File: config.mk
export PLATFORM = sky130hd
export DESIGN_NAME = plic_claim_ctrl
export DESIGN_NICKNAME = d
export VERILOG_FILES = /design/src/rtl/plic_pkg.sv /design/src/rtl/plic_claim_ctrl.sv
export SDC_FILE = /design/constraint.sdc
export NUM_CORES = 1
export LEC_CHECK = 0
export ABC_AREA = 1
export BUFFER_PORTS_ARGS = -buffer_cell sky130_fd_sc_hd__buf_2
export CAP_MARGIN = 0
export CELL_PAD_IN_SITES_DETAIL_PLACEMENT = 1
export CELL_PAD_IN_SITES_GLOBAL_PLACEMENT = 1
export CORE_AREA = 2 2 104 106
export DETAILED_ROUTE_END_ITERATION = 8
export DIE_AREA = 0 0 106 108
export PLACE_DENSITY_LB_ADDON = 0.1
export SLEW_MARGIN = 5
export SYNTH_ARGS = -nofsm -noshare
export SYNTH_HDL_FRONTEND = slang
export SYNTH_SLANG_ARGS = --single-unit
File: constraint.sdc
create_clock -name clk -period 1.7 [get_ports clk]
set_clock_uncertainty 0.05 [all_clocks]
set_input_delay 0.425 -clock clk [delete_from_list [all_inputs] [get_ports clk]]
set_output_delay 0.425 -clock clk [all_outputs]
set_load 0.02 [all_outputs]
File: src/rtl/plic_pkg.sv
// Shared definitions for the PLIC claim/complete front end: register word
// offsets, STATUS bit positions and FSM state encoding.
package plic_pkg;

  // Register word index (byte address bits [3:2])
  localparam logic [1:0] REG_CLAIM  = 2'd0;
  localparam logic [1:0] REG_STATUS = 2'd1;
  localparam logic [1:0] REG_COUNT  = 2'd2;
  localparam logic [1:0] REG_RSVD   = 2'd3;

  // STATUS bit positions
  localparam int STATUS_BUSY_BIT = 0;
  localparam int STATUS_ERR_BIT  = 1;
  localparam int STATUS_ID_LSB   = 8;

  typedef enum logic {
    ST_IDLE    = 1'b0,
    ST_SERVICE = 1'b1
  } state_e;

endpackage

File: src/rtl/plic_claim_ctrl.sv
// Claim/complete controller between a PLIC and one hart.
// A CLAIM read grabs the best pending source, pulses its one-hot claim line
// and holds it as cur_id until the hart writes cur_id+1 back to CLAIM.
//
// state      | meaning
// -----------+-----------------------------------------------------------
// ST_IDLE    | no interrupt in service; meip mirrors int_pending
// ST_SERVICE | cur_id claimed, waiting for a matching completion write
module plic_claim_ctrl
  import plic_pkg::*;
#(
  parameter int PORTS    = 4,
  parameter int ID_WIDTH = $clog2(PORTS)
) (
  input  logic                clk,
  input  logic                rst_n,
  input  logic                int_pending,
  input  logic [ID_WIDTH-1:0] int_id,
  output logic [PORTS-1:0]    int_claim,
  output logic                meip,
  input  logic                req_valid,
  output logic                req_ready,
  input  logic                req_write,
  input  logic [3:0]          req_addr,
  input  logic [31:0]         req_wdata,
  output logic                rsp_valid,
  input  logic                rsp_ready,
  output logic [31:0]         rsp_rdata
);

  state_e              state_q, state_d;
  logic [ID_WIDTH-1:0] cur_id_q, cur_id_d;
  logic                err_q, err_d;
  logic [31:0]         claim_count_q, claim_count_d;
  logic                rsp_valid_q, rsp_valid_d;
  logic [31:0]         rsp_rdata_q, rsp_rdata_d;

  logic                accept;
  logic [1:0]          reg_sel;
  logic                claim_fire;
  logic                err_set;
  logic                err_clr;
  logic [31:0]         read_data;
  logic [31:0]         status_word;
  logic [1:0]          unused_addr_bits;

  assign unused_addr_bits = req_addr[1:0];
  assign req_ready        = !rsp_valid_q || rsp_ready;
  assign accept           = req_valid && req_ready;
  assign reg_sel          = req_addr[3:2];

  // Decode the accepted request, update FSM/register file, build the response
  always_comb begin
    state_d       = state_q;
    cur_id_d      = cur_id_q;
    claim_count_d = claim_count_q;
    rsp_valid_d   = rsp_valid_q;
    rsp_rdata_d   = rsp_rdata_q;
    claim_fire    = 1'b0;
    err_set       = 1'b0;
    err_clr       = 1'b0;
    read_data     = '0;

    status_word                                = '0;
    status_word[STATUS_BUSY_BIT]               = (state_q == ST_SERVICE);
    status_word[STATUS_ERR_BIT]                = err_q;
    status_word[STATUS_ID_LSB +: ID_WIDTH]     = cur_id_q;

    if (accept) begin
      case (reg_sel)
        REG_CLAIM: begin
          if (!req_write) begin
            // Only an idle controller with a pending source may claim
            if (state_q == ST_IDLE && int_pending) begin
              claim_fire    = 1'b1;
              read_data     = 32'(int_id) + 32'd1;
              cur_id_d      = int_id;
              claim_count_d = claim_count_q + 32'd1;
              state_d       = ST_SERVICE;
            end
          end else if (state_q == ST_SERVICE &&
                       req_wdata == (32'(cur_id_q) + 32'd1)) begin
            state_d = ST_IDLE;
          end else begin
            err_set = 1'b1;
          end
        end
        REG_STATUS: begin
          if (!req_write) read_data = status_word;
          else            err_clr   = req_wdata[STATUS_ERR_BIT];
        end
        REG_COUNT: begin
          if (!req_write) read_data = claim_count_q;
        end
        default: ;
      endcase
    end

    // A new error outranks a simultaneous clear
    err_d = err_set ? 1'b1 : (err_clr ? 1'b0 : err_q);

    if (accept) begin
      rsp_valid_d = 1'b1;
      rsp_rdata_d = read_data;
    end else if (rsp_ready) begin
      rsp_valid_d = 1'b0;
      rsp_rdata_d = '0;
    end
  end

  // Claim pulse is combinational so it lands in the acceptance cycle itself
  always_comb begin
    int_claim = '0;
    if (claim_fire && rst_n) int_claim = PORTS'(1'b1) << int_id;
  end

  assign meip      = int_pending && (state_q == ST_IDLE);
  assign rsp_valid = rsp_valid_q;
  assign rsp_rdata = rsp_rdata_q;

  // State and register file flops
  always_ff @(posedge clk or negedge rst_n) begin
    if (!rst_n) begin
      state_q       <= ST_IDLE;
      cur_id_q      <= '0;
      err_q         <= 1'b0;
      claim_count_q <= '0;
      rsp_valid_q   <= 1'b0;
      rsp_rdata_q   <= '0;
    end else begin
      state_q       <= state_d;
      cur_id_q      <= cur_id_d;
      err_q         <= err_d;
      claim_count_q <= claim_count_d;
      rsp_valid_q   <= rsp_valid_d;
      rsp_rdata_q   <= rsp_rdata_d;
    end
  end

endmodule
==> results_dict.tcl <==
set metrics [dict create \
    status "finished, violations left" \
    violations "negative setup slack" \
    max_freq_ghz 0.5111 \
    cts_tree "built" \
    critPathSlowestCell "dfrtp_1" \
    cap_violations 0 \
    crit_path_start_kind "register" \
    dieHeight_um 108 \
    syn-cell-area_um2 3851 \
    crit_chain "nor2_4, nand2_2, nor2_4, nand2_8, nor2_4, buf_6" \
    io_buffer_count 80 \
    critPathMaxStageDelay_ns 0.43 \
    use_met3_pct 3.737 \
    cts_hold_buf 0 \
    grt.busiest_layer "met2" \
    fin_tns_setup_ns -0.9424 \
    netlist-cell-type-count 35 \
    critPathKind "register to primary output" \
    worstMarginPinSlew_ns 0.3897 \
    hp-class "primary input to async pin" \
    vdd_drop_max_uv 398.7 \
    grt_max_degree 70 \
    layout_common_cells "176 x nand2_1, 75 x buf_2, 68 x dfrtp_1, 60 x nor2_1, 55 x inv_1" \
    via_per_inst 4.741 \
    drc 0 \
    final_max_slew_viol_count 0 \
    critPathArrivalTime_ns 1.48 \
    grt_pass1_vias 3776 \
    ys_seq_area_share_pct 44.83 \
    routedWlPerCell_um 14.61 \
    dp_hpwl_mm 8.589 \
    grt_pass1_wl_mm 18.57 \
    timing.final.crit_period_ns 1.956 \
    syn_inst 503 \
    die_area_um2 11450 \
    final_common_cell "nand2_1" \
    p_leak_nw 2.502 \
    routed_wl_mm 11.04 \
    path_clk_slew_ns 0.08 \
    finalWorstSetupSlack_ns -0.2564 \
    synth_warnings 0 \
    fin_cells 756 \
    crit_top_cell "nor2_4" \
    critPathCaptureType "primary output" \
    rsz0062_at_grt "true" \
    place.gp.congestion 0.8756 \
    drt_iter0_drc 93 \
    fin_util_pct 48.45 \
    io_pins 83 \
    start_util_pct 37.64 \
    yosysTopAreaCell "dfrtp_1" \
    syn_avg_cell_area_um2 7.656 \
    synth-seq-cells 69 \
    met2_usage_pct 37.10 \
    insertion_delay_ns 0.35 \
    critPathRequiredTime_ns 1.22 \
    clockBufferDepth 2 \
    fp.coreArea_um2 10230 \
    htree_levels 3 \
    syn_to_final_growth_pct 28.72 \
    setup_violations 4 \
    use_met1_pct 26.32 \
    grt.total_usage_pct 20.97 \
    gr-total-overflow 0 \
    path_buf_inv 1 \
    synth.area.top_cells "dfrtp_1 45%, nand2_1 17%, nor2_1 7.0%, inv_1 5.5%, o21ai_0 3.5%" \
    path_max_fanout 4 \
    num_vias 3584 \
    fin_nets 665 \
    finalCritPeriodShare_pct 115.1 \
    dp_cells 738 \
    hold_violations 0 \
    synth_top_area_share_pct 44.83 \
    diodes 0 \
    p_per_area_nw_per_um2 697.2 \
    cts_sinks 69 \
    rows 37 \
    ant_nets 0 \
    cts_buffers 9 \
    firstDrtPassIters 4 \
    maxSlewHeadroom_pct 73.78 \
    synth_nets 553 \
    antenna_found_initial 0 \
    die_w_um 106 \
    crit_family "simple AND/OR/NAND/NOR gates" \
    root_buffer "clkbuf_8" \
    p_total_mw 3.456 \
    drive_gt1_share_pct 28.71 \
]
## path summary, 6_finish.rpt
check                               from                end  slack, ns  cells past startpoint
hold / removal                     rst_n      rsp_rdata[11]       0.14                      2
min in group clk               int_id[1]        cur_id_q[1]       0.29                      3
max in group asynchronous          rst_n          rsp_valid       1.15                      2
hold reg to reg            rsp_rdata[18]      rsp_rdata[18]       0.43                      2
setup / recovery                 state_q       int_claim[0]      -0.26                      6
setup reg to reg                 state_q  claim_count_q[18]       0.07                      8
## cells in the mapped netlist
| cell | instances |
|---|---|
| o311ai_0 | 2 |
| nand3b_4 | 1 |
| ha_1 | 6 |
| nor2_4 | 10 |
| nand2_4 | 5 |
| nand3_4 | 2 |
| nand2_1 | 177 |
| inv_1 | 56 |
| nand3_1 | 17 |
| xor2_2 | 2 |
| buf_6 | 1 |
| nor2_2 | 3 |
| or2_2 | 2 |
| nand4_1 | 5 |
| a21oi_1 | 2 |
| buf_4 | 2 |
| o211ai_1 | 1 |
| buf_12 | 1 |
| o21ai_1 | 1 |
| nor4_1 | 1 |
| a22o_1 | 6 |
| buf_2 | 4 |
| dfrtp_1 | 69 |
| and2_0 | 1 |
| nor2_1 | 72 |
| nand2_2 | 4 |
| a22oi_1 | 1 |
| xor2_1 | 10 |
| o21ai_0 | 27 |
| clkbuf_1 | 1 |
| o22ai_1 | 1 |
| inv_2 | 4 |
| xnor2_1 | 4 |
| nor3_1 | 1 |
| o21ai_2 | 1 |
## cell type report
| cell class | instances | area, um^2 |
|---|---|---|
| Sequential cell | 69 | 1728 |
| Tap cell | 136 | 170.2 |
| Inverter | 60 | 230.2 |
| Clock buffer | 9 | 123.9 |
| Fill cell | 1317 | 5274 |
| Timing Repair Buffer | 110 | 685.7 |
| Clock inverter | 7 | 98.84 |
| Multi-Input combinational cell | 365 | 1921 |
## sequential cells by signal, summed over array words and instances, names as in the netlist
signal / flops
rsp_rdata: 32
state_q: 1
cur_id_q: 2
rsp_valid: 1
err_q: 1
claim_count_q: 32
## routing by layer
| metal | part of all wire [%] | vias up |
|---|---|---|
| li1 | - | 1773 |
| met1 | 45 | 1730 |
| met2 | 50 | 66 |
| met3 | 3.3 | 15 |
| met4 | 1.5 | 0 |
| met5 | 0 | - |
## logic make-up (layout without fill, tap and decap cells)
family | Yosys count | after routing | share of synthesized area, %
XOR/XNOR | 16 | 16 | 4.028
buffers and inverters | 69 | 186 | 7.667
adder cells (fa/ha/maj) | 6 | 6 | 1.949
AO/OA/AOI/OAI | 42 | 42 | 6.498
AND/OR/NAND/NOR | 301 | 301 | 35.02
flip-flops | 69 | 69 | 44.83
## metrics by stage
step	cell area (um^2)	setup WS, ns	hold WS [ns]
final	4957	-0.2564	0.1439
after global routing	4957	-0.3212	0.1565
after floorplan	3910	-0.06182	0.07941
after detailed placement	4646	-0.1276	0.4177
after global placement	4646	-0.08282	0.4098
after CTS	4907	-0.2737	0.1539
## what timing repair did
| item | 4_1_cts | 5_1_grt |
|---|---|---|
| cloned | 0 | 0 |
| setup buffers | 1 | 1 |
| pin swaps | 1 | 5 |
| gates resized for setup | 10 | 15 |
| setup endpoints to repair | 5 | 24 |
## power by group
part	leakage, nW	switching [mW]	total, mW	internal, mW
Clock	0.110	0.687	1.52	0.833
Sequential	0.898	0.0125	1.67	1.66
Combinational	1.49	0.160	0.263	0.103
Total	2.50	0.860	3.46	2.60
Power figures use the tool's default switching activity.
